`config.mk`:
```
export PLATFORM = sky130hd
export DESIGN_NAME = fetch_stage
export DESIGN_NICKNAME = d
export VERILOG_FILES = /design/src/rtl/fetch_stage.sv
export SDC_FILE = /design/constraint.sdc
export NUM_CORES = 1
export LEC_CHECK = 0
export BUFFER_PORTS_ARGS = -buffer_cell sky130_fd_sc_hd__buf_2
export CAP_MARGIN = 25
export CORE_UTILIZATION = 46
export DETAILED_ROUTE_END_ITERATION = 10
export GPL_TIMING_DRIVEN = 0
export PLACE_DENSITY_LB_ADDON = 0.3
export SLEW_MARGIN = 15
export SYNTH_ARGS = -nofsm -noshare
export SYNTH_HDL_FRONTEND = slang
export SYNTH_SLANG_ARGS = --single-unit
```
`constraint.sdc`:
```
create_clock -name clk -period 1.7 [get_ports clk]
set_input_delay 0.255 -clock clk [delete_from_list [all_inputs] [get_ports clk]]
set_output_delay 0.255 -clock clk [all_outputs]
set_load 0.005 [all_outputs]
```
`src/rtl/fetch_stage.sv`:
```
// Instruction fetch stage with IF/ID output register for the decryption core.
// Ports: clk/rst_n, stall/branch in, imem req/addr/rdata, instr/pc/valid/halted out.
module fetch_stage #(
  parameter logic [31:0] RESET_PC  = 32'h0000_0000,
  parameter logic [31:0] HALT_WORD = 32'hFFFF_FFFF
) (
  input  logic        clk,
  input  logic        rst_n,
  input  logic        stall,
  input  logic        branch_taken,
  input  logic [31:0] branch_target,
  output logic        imem_req,
  output logic [31:0] imem_addr,
  input  logic [31:0] imem_rdata,
  output logic [31:0] instr_out,
  output logic [31:0] pc_out,
  output logic [31:0] pc_plus8,
  output logic        valid_out,
  output logic        halted
);

  typedef enum logic [1:0] {
    BOOT,
    RUN,
    HALTED
  } state_t;

  state_t      stateQ, stateD;
  logic [31:0] pcQ, pcD;
  logic [31:0] inflightPcQ, inflightPcD;
  logic        inflightVQ, inflightVD;
  logic [31:0] instrQ, instrD;
  logic [31:0] pcOutQ, pcOutD;
  logic        validQ, validD;
  logic        haltedQ, haltedD;

  always_comb begin
    stateD      = stateQ;
    pcD         = pcQ;
    inflightPcD = inflightPcQ;
    inflightVD  = inflightVQ;
    instrD      = instrQ;
    pcOutD      = pcOutQ;
    validD      = validQ;
    haltedD     = haltedQ;
    imem_req    = 1'b0;
    unique case (stateQ)
      BOOT: stateD = RUN;
      RUN: begin
        imem_req = !stall;
        if (branch_taken) begin
          // Redirect flushes the word in flight and the output slot.
          pcD        = branch_target & 32'hFFFF_FFFC;
          inflightVD = 1'b0;
          validD     = 1'b0;
        end else if (!stall) begin
          pcD         = pcQ + 32'd4;
          inflightVD  = 1'b1;
          inflightPcD = pcQ;
          validD      = inflightVQ;
          if (inflightVQ) begin
            instrD = imem_rdata;
            pcOutD = inflightPcQ;
            if (imem_rdata == HALT_WORD) begin
              inflightVD = 1'b0;
              stateD     = HALTED;
              haltedD    = 1'b1;
            end
          end
        end
      end
      HALTED: begin
        if (!stall) validD = 1'b0;
      end
      default: stateD = BOOT;
    endcase
  end

  always_ff @(posedge clk or negedge rst_n) begin
    if (!rst_n) begin
      stateQ      <= BOOT;
      pcQ         <= RESET_PC;
      inflightPcQ <= 32'd0;
      inflightVQ  <= 1'b0;
      instrQ      <= 32'd0;
      pcOutQ      <= 32'd0;
      validQ      <= 1'b0;
      haltedQ     <= 1'b0;
    end else begin
      stateQ      <= stateD;
      pcQ         <= pcD;
      inflightPcQ <= inflightPcD;
      inflightVQ  <= inflightVD;
      instrQ      <= instrD;
      pcOutQ      <= pcOutD;
      validQ      <= validD;
      haltedQ     <= haltedD;
    end
  end

  assign imem_addr = pcQ;
  assign instr_out = instrQ;
  assign pc_out    = pcOutQ;
  assign pc_plus8  = pcOutQ + 32'd8;
  assign valid_out = validQ;
  assign halted    = haltedQ;

endmodule

```
==> impl_summary.md <==
Floorplanning
The die extent in y is 118 um. 199 I/O pins were placed. The die extent in x is 118 um.

The floorplan step defined a core boundary enclosing 13,200 um2. The floorplan step defined a die boundary enclosing 14,000 um2. The number of core rows is 42.

For this configuration, the core starts out at a cell density of 0.470.

Logic synthesis
After synthesis, the most frequently instantiated cells are dfrtp_1, nand2_1, mux2_2. The cell area that synthesis handed to floorplanning was 6230 um2. Of the post-synthesis cell area, the dominant cell type holds 0.510. The share of the Yosys chip area taken by registers is 0.510. The synthesized design contains 127 register bits. In this run the mean area of a mapped cell was 10.3 um2. Of all cell types, the one taking the most synthesized area is dfrtp_1.

The share of synthesized registers carrying an async set or reset is 1.00. After synthesis, the cell types taking the most area are dfrtp_1, mux2_2, nand2_1, xnor2_1, o21ai_0. The cell count after synthesis came out at 606.

Yosys printed 0 warnings. For this run, the leading register cell type out of synthesis is dfrtp_1. In this run, distinct cell masters in the synthesized netlist total 66. The count of flip-flops with a built-in enable after synthesis is 0. In the post-synthesis netlist, the cell with the most instances is dfrtp_1.

Clock network
The clock transition at the registers of the reported paths is 0.06 ns. The number of H-tree branching levels is 4. The number of buffers added by the clock tree synthesis step is 17. The maximum clock path buffer count is 2.

The total clock sinks is 127. The cell sitting at the root of the clock tree is a clkbuf_16. The latest clock arrival within the worst-skew pair is 0.42 ns.

The CTS tree is yes.

Placed design
In this run the tool buffered the top-level ports with 189 buffer cells. At the placement stage, the worst setup path has a slack of -0.403 ns. The HPWL after detailed placement is 13,400 um. Summing all placed instances gives a cell area of 7450 um2.

The congestion estimate from routability-driven global placement came to 0.880.

Worst setup path
The worst register-to-register path begins at imem_addr[2]. The type of element capturing the critical path is an output pin. The capturing point of the worst reg2reg path is imem_addr[16].

The critical path is of the reg2out type. STA puts the critical path data arrival time at 2.01 ns. The setup check on the worst reg-to-reg path leaves a slack of -0.08 ns. The nature of the critical path startpoint is a register. The worst-path maximum fanout is 7. The critical path capture point is pc_plus8[27]. The launch point of the critical path is pc_out[10].

The worst endpoint required time is 1.44 ns. The logic depth of the worst register-to-register path is 7.

STA
In the post-route analysis, the smallest setup slack over all paths is -0.567 ns. The final total negative setup slack is -9.37 ns. On the final layout, the worst clock skew is 0.00798 ns.

Subtracting the final worst setup slack from the clock period gives 2.27 ns. Static timing analysis puts the maximum clock frequency at 441 MHz. The transition time of the tightest slew-check pin is 0.683 ns. The max-slew violation total from the final report is 0. Setup violations remaining at the end of the flow were counted as 32. Of the available clock period, the critical path in the final layout requires 1.33. The number of hold violations in the final report is 0. Across all hold checks on the routed design, the worst slack comes to 0.0615 ns. Headroom to the max-slew limit came out at 0.545.

Setup repair after global routing could not meet its margin everywhere.

Global route
For this run, the total global-route usage over all layers was measured as 0.279. The global-route congestion overflow total is 0. The number of global-route vias before repair is 5,745. The maximum number of pins on one net before global-route repair is 74.

The initial antenna violation count came to 0. The wire length of the first global-routing pass is 30,200 um.

Power
The maximum vdd ir drop is 0.592 mV. The ratio of total power to cell area is 1160 nW/um2. The leakage power is 0.00447 uW.

Drt
The routed length per instance is 18.3 um. For this block, the initial DRC count from the detailed router was 378. The DRC violations left is 0. Dividing the detail-routed via count by the number of cells gives 5.53. The via count is 5,996.

The number of nets with antenna violations after routing is 0. The first TritonRoute pass finished after 5 iterations. The wire length after detailed routing is 19,900 um.

Final layout
The fraction of layout instances using a drive strength above 1 is 0.539. The repair_antennas step left the layout with diodes totalling 0. The cell area after layout is 9250 um2. After the last flow step, the layout net total stands at 965. The area growth from synthesis to layout is 48.6%. The final core utilization is 0.699.

Flow run
The max capacitance violation total is 0.

Status
The run finished, with violations left. The final reports fail on setup timing.

Worst hold path
The min-delay analysis places its worst path in the category in2reg.
[flip-flops by register name, indices dropped and copies added (netlist names)]
| name | count |
|---|---|
| imem_addr | 30 |
| inflightVQ | 1 |
| inflightPcQ | 30 |
| valid_out | 1 |
| instr_out | 32 |
| halted | 1 |
| stateQ | 2 |
| pc_out | 30 |
[where the power goes]
part	leakage, uW	total [uW]	internal, uW	switching (uW)
registers	0.00152	4260	3660	598
logic	0.00266	2930	1590	1340
clock network	0.000286	3540	2190	1350
total	0.00447	10700	7440	3290
[what timing repair did]
action | CTS | global route
setup endpoints to repair | 147 | 130
setup buffers | 46 | 33
pin swaps | 33 | 48
gates resized for setup | 100 | 79
hold buffers | 1 | 0
endpoints found under the hold margin | 54 | 0
[cells by family after synthesis]
group	count (synthesis)	synth area share
AOI/OAI and AO/OA	97	0.0997
buffers and inverters	48	0.0364
xor gates and xnor gates	27	0.0380
DFF	127	0.510
muxes	65	0.117
other	1	0.000602
and+or+nand+nor	239	0.194
adders and majority gates	2	0.00402
[through the flow]
| stage | total power [uW] | std cells |
|---|---|---|
| finish | 10700 | 1084 |
| global route | 11200 | 1084 |
| CTS | 10500 | 1055 |
| detailed placement | 6540 | 977 |
| global placement | 6390 | 976 |
| floorplan | 5270 | 611 |
[how the worst min path moves through the flow]
stage                                 start             to  slack (ns)  cells after the start
final                     branch_target[24]  imem_addr[24]        0.06                      3
after CTS                 branch_target[24]  imem_addr[24]        0.03                      3
after floorplan                       rst_n         halted       -0.04                      0
after global placement            stateQ[1]      stateQ[0]        0.43                      1
after global routing      branch_target[27]  imem_addr[27]        0.07                      3
after detailed placement              rst_n     pc_out[23]        0.27                      1
[layout make-up]
class                           count  area [um2]
Fill cell                        1014        3990
Multi-Input combinational cell    436        3330
Buffer                             37         264
Clock inverter                     14         140
Inverter                            8        32.5
Sequential cell                   127        3200
Timing Repair Buffer              268        1620
Clock buffer                       18         439
Tap cell                          176         220
[worst max-delay path, stage by stage (launching register included)]
cell,delay [ns]
dfrtp_2,0.36
and4_4,0.23
nand4_1,0.18
nor3_4,0.29
nand4_1,0.16
xnor2_1,0.21
buf_2,0.17
[cell usage in the layout, fill, tap and decap left out, drive strengths merged, types with 8 or more instances in the layout]
master  netlist  layout
buf          25     292
nor4          8       8
inv           8      10
and3         13      13
nor2         16      16
dfrtp       127     127
clkinv        0       8
xnor2        21      21
nand3        26      26
mux2         62      62
a21oi        21      21
nand4        22      22
o21ai        31      31
nand2       123     123
and4          9       9
clkbuf       15      30
nor3          9       9
[per-layer routing]
layer  routed length, um  part of all wire  GRT usage  vias up
met5                   0                 0          0        -
met4                 475             0.024      0.108        0
met3                1000             0.050     0.0458       49
met2               10200              0.51      0.471      255
met1                8220              0.41      0.358     2933
li1                    -                 -          -     2759
No activity file was read; power rests on OpenSTA's default activity.
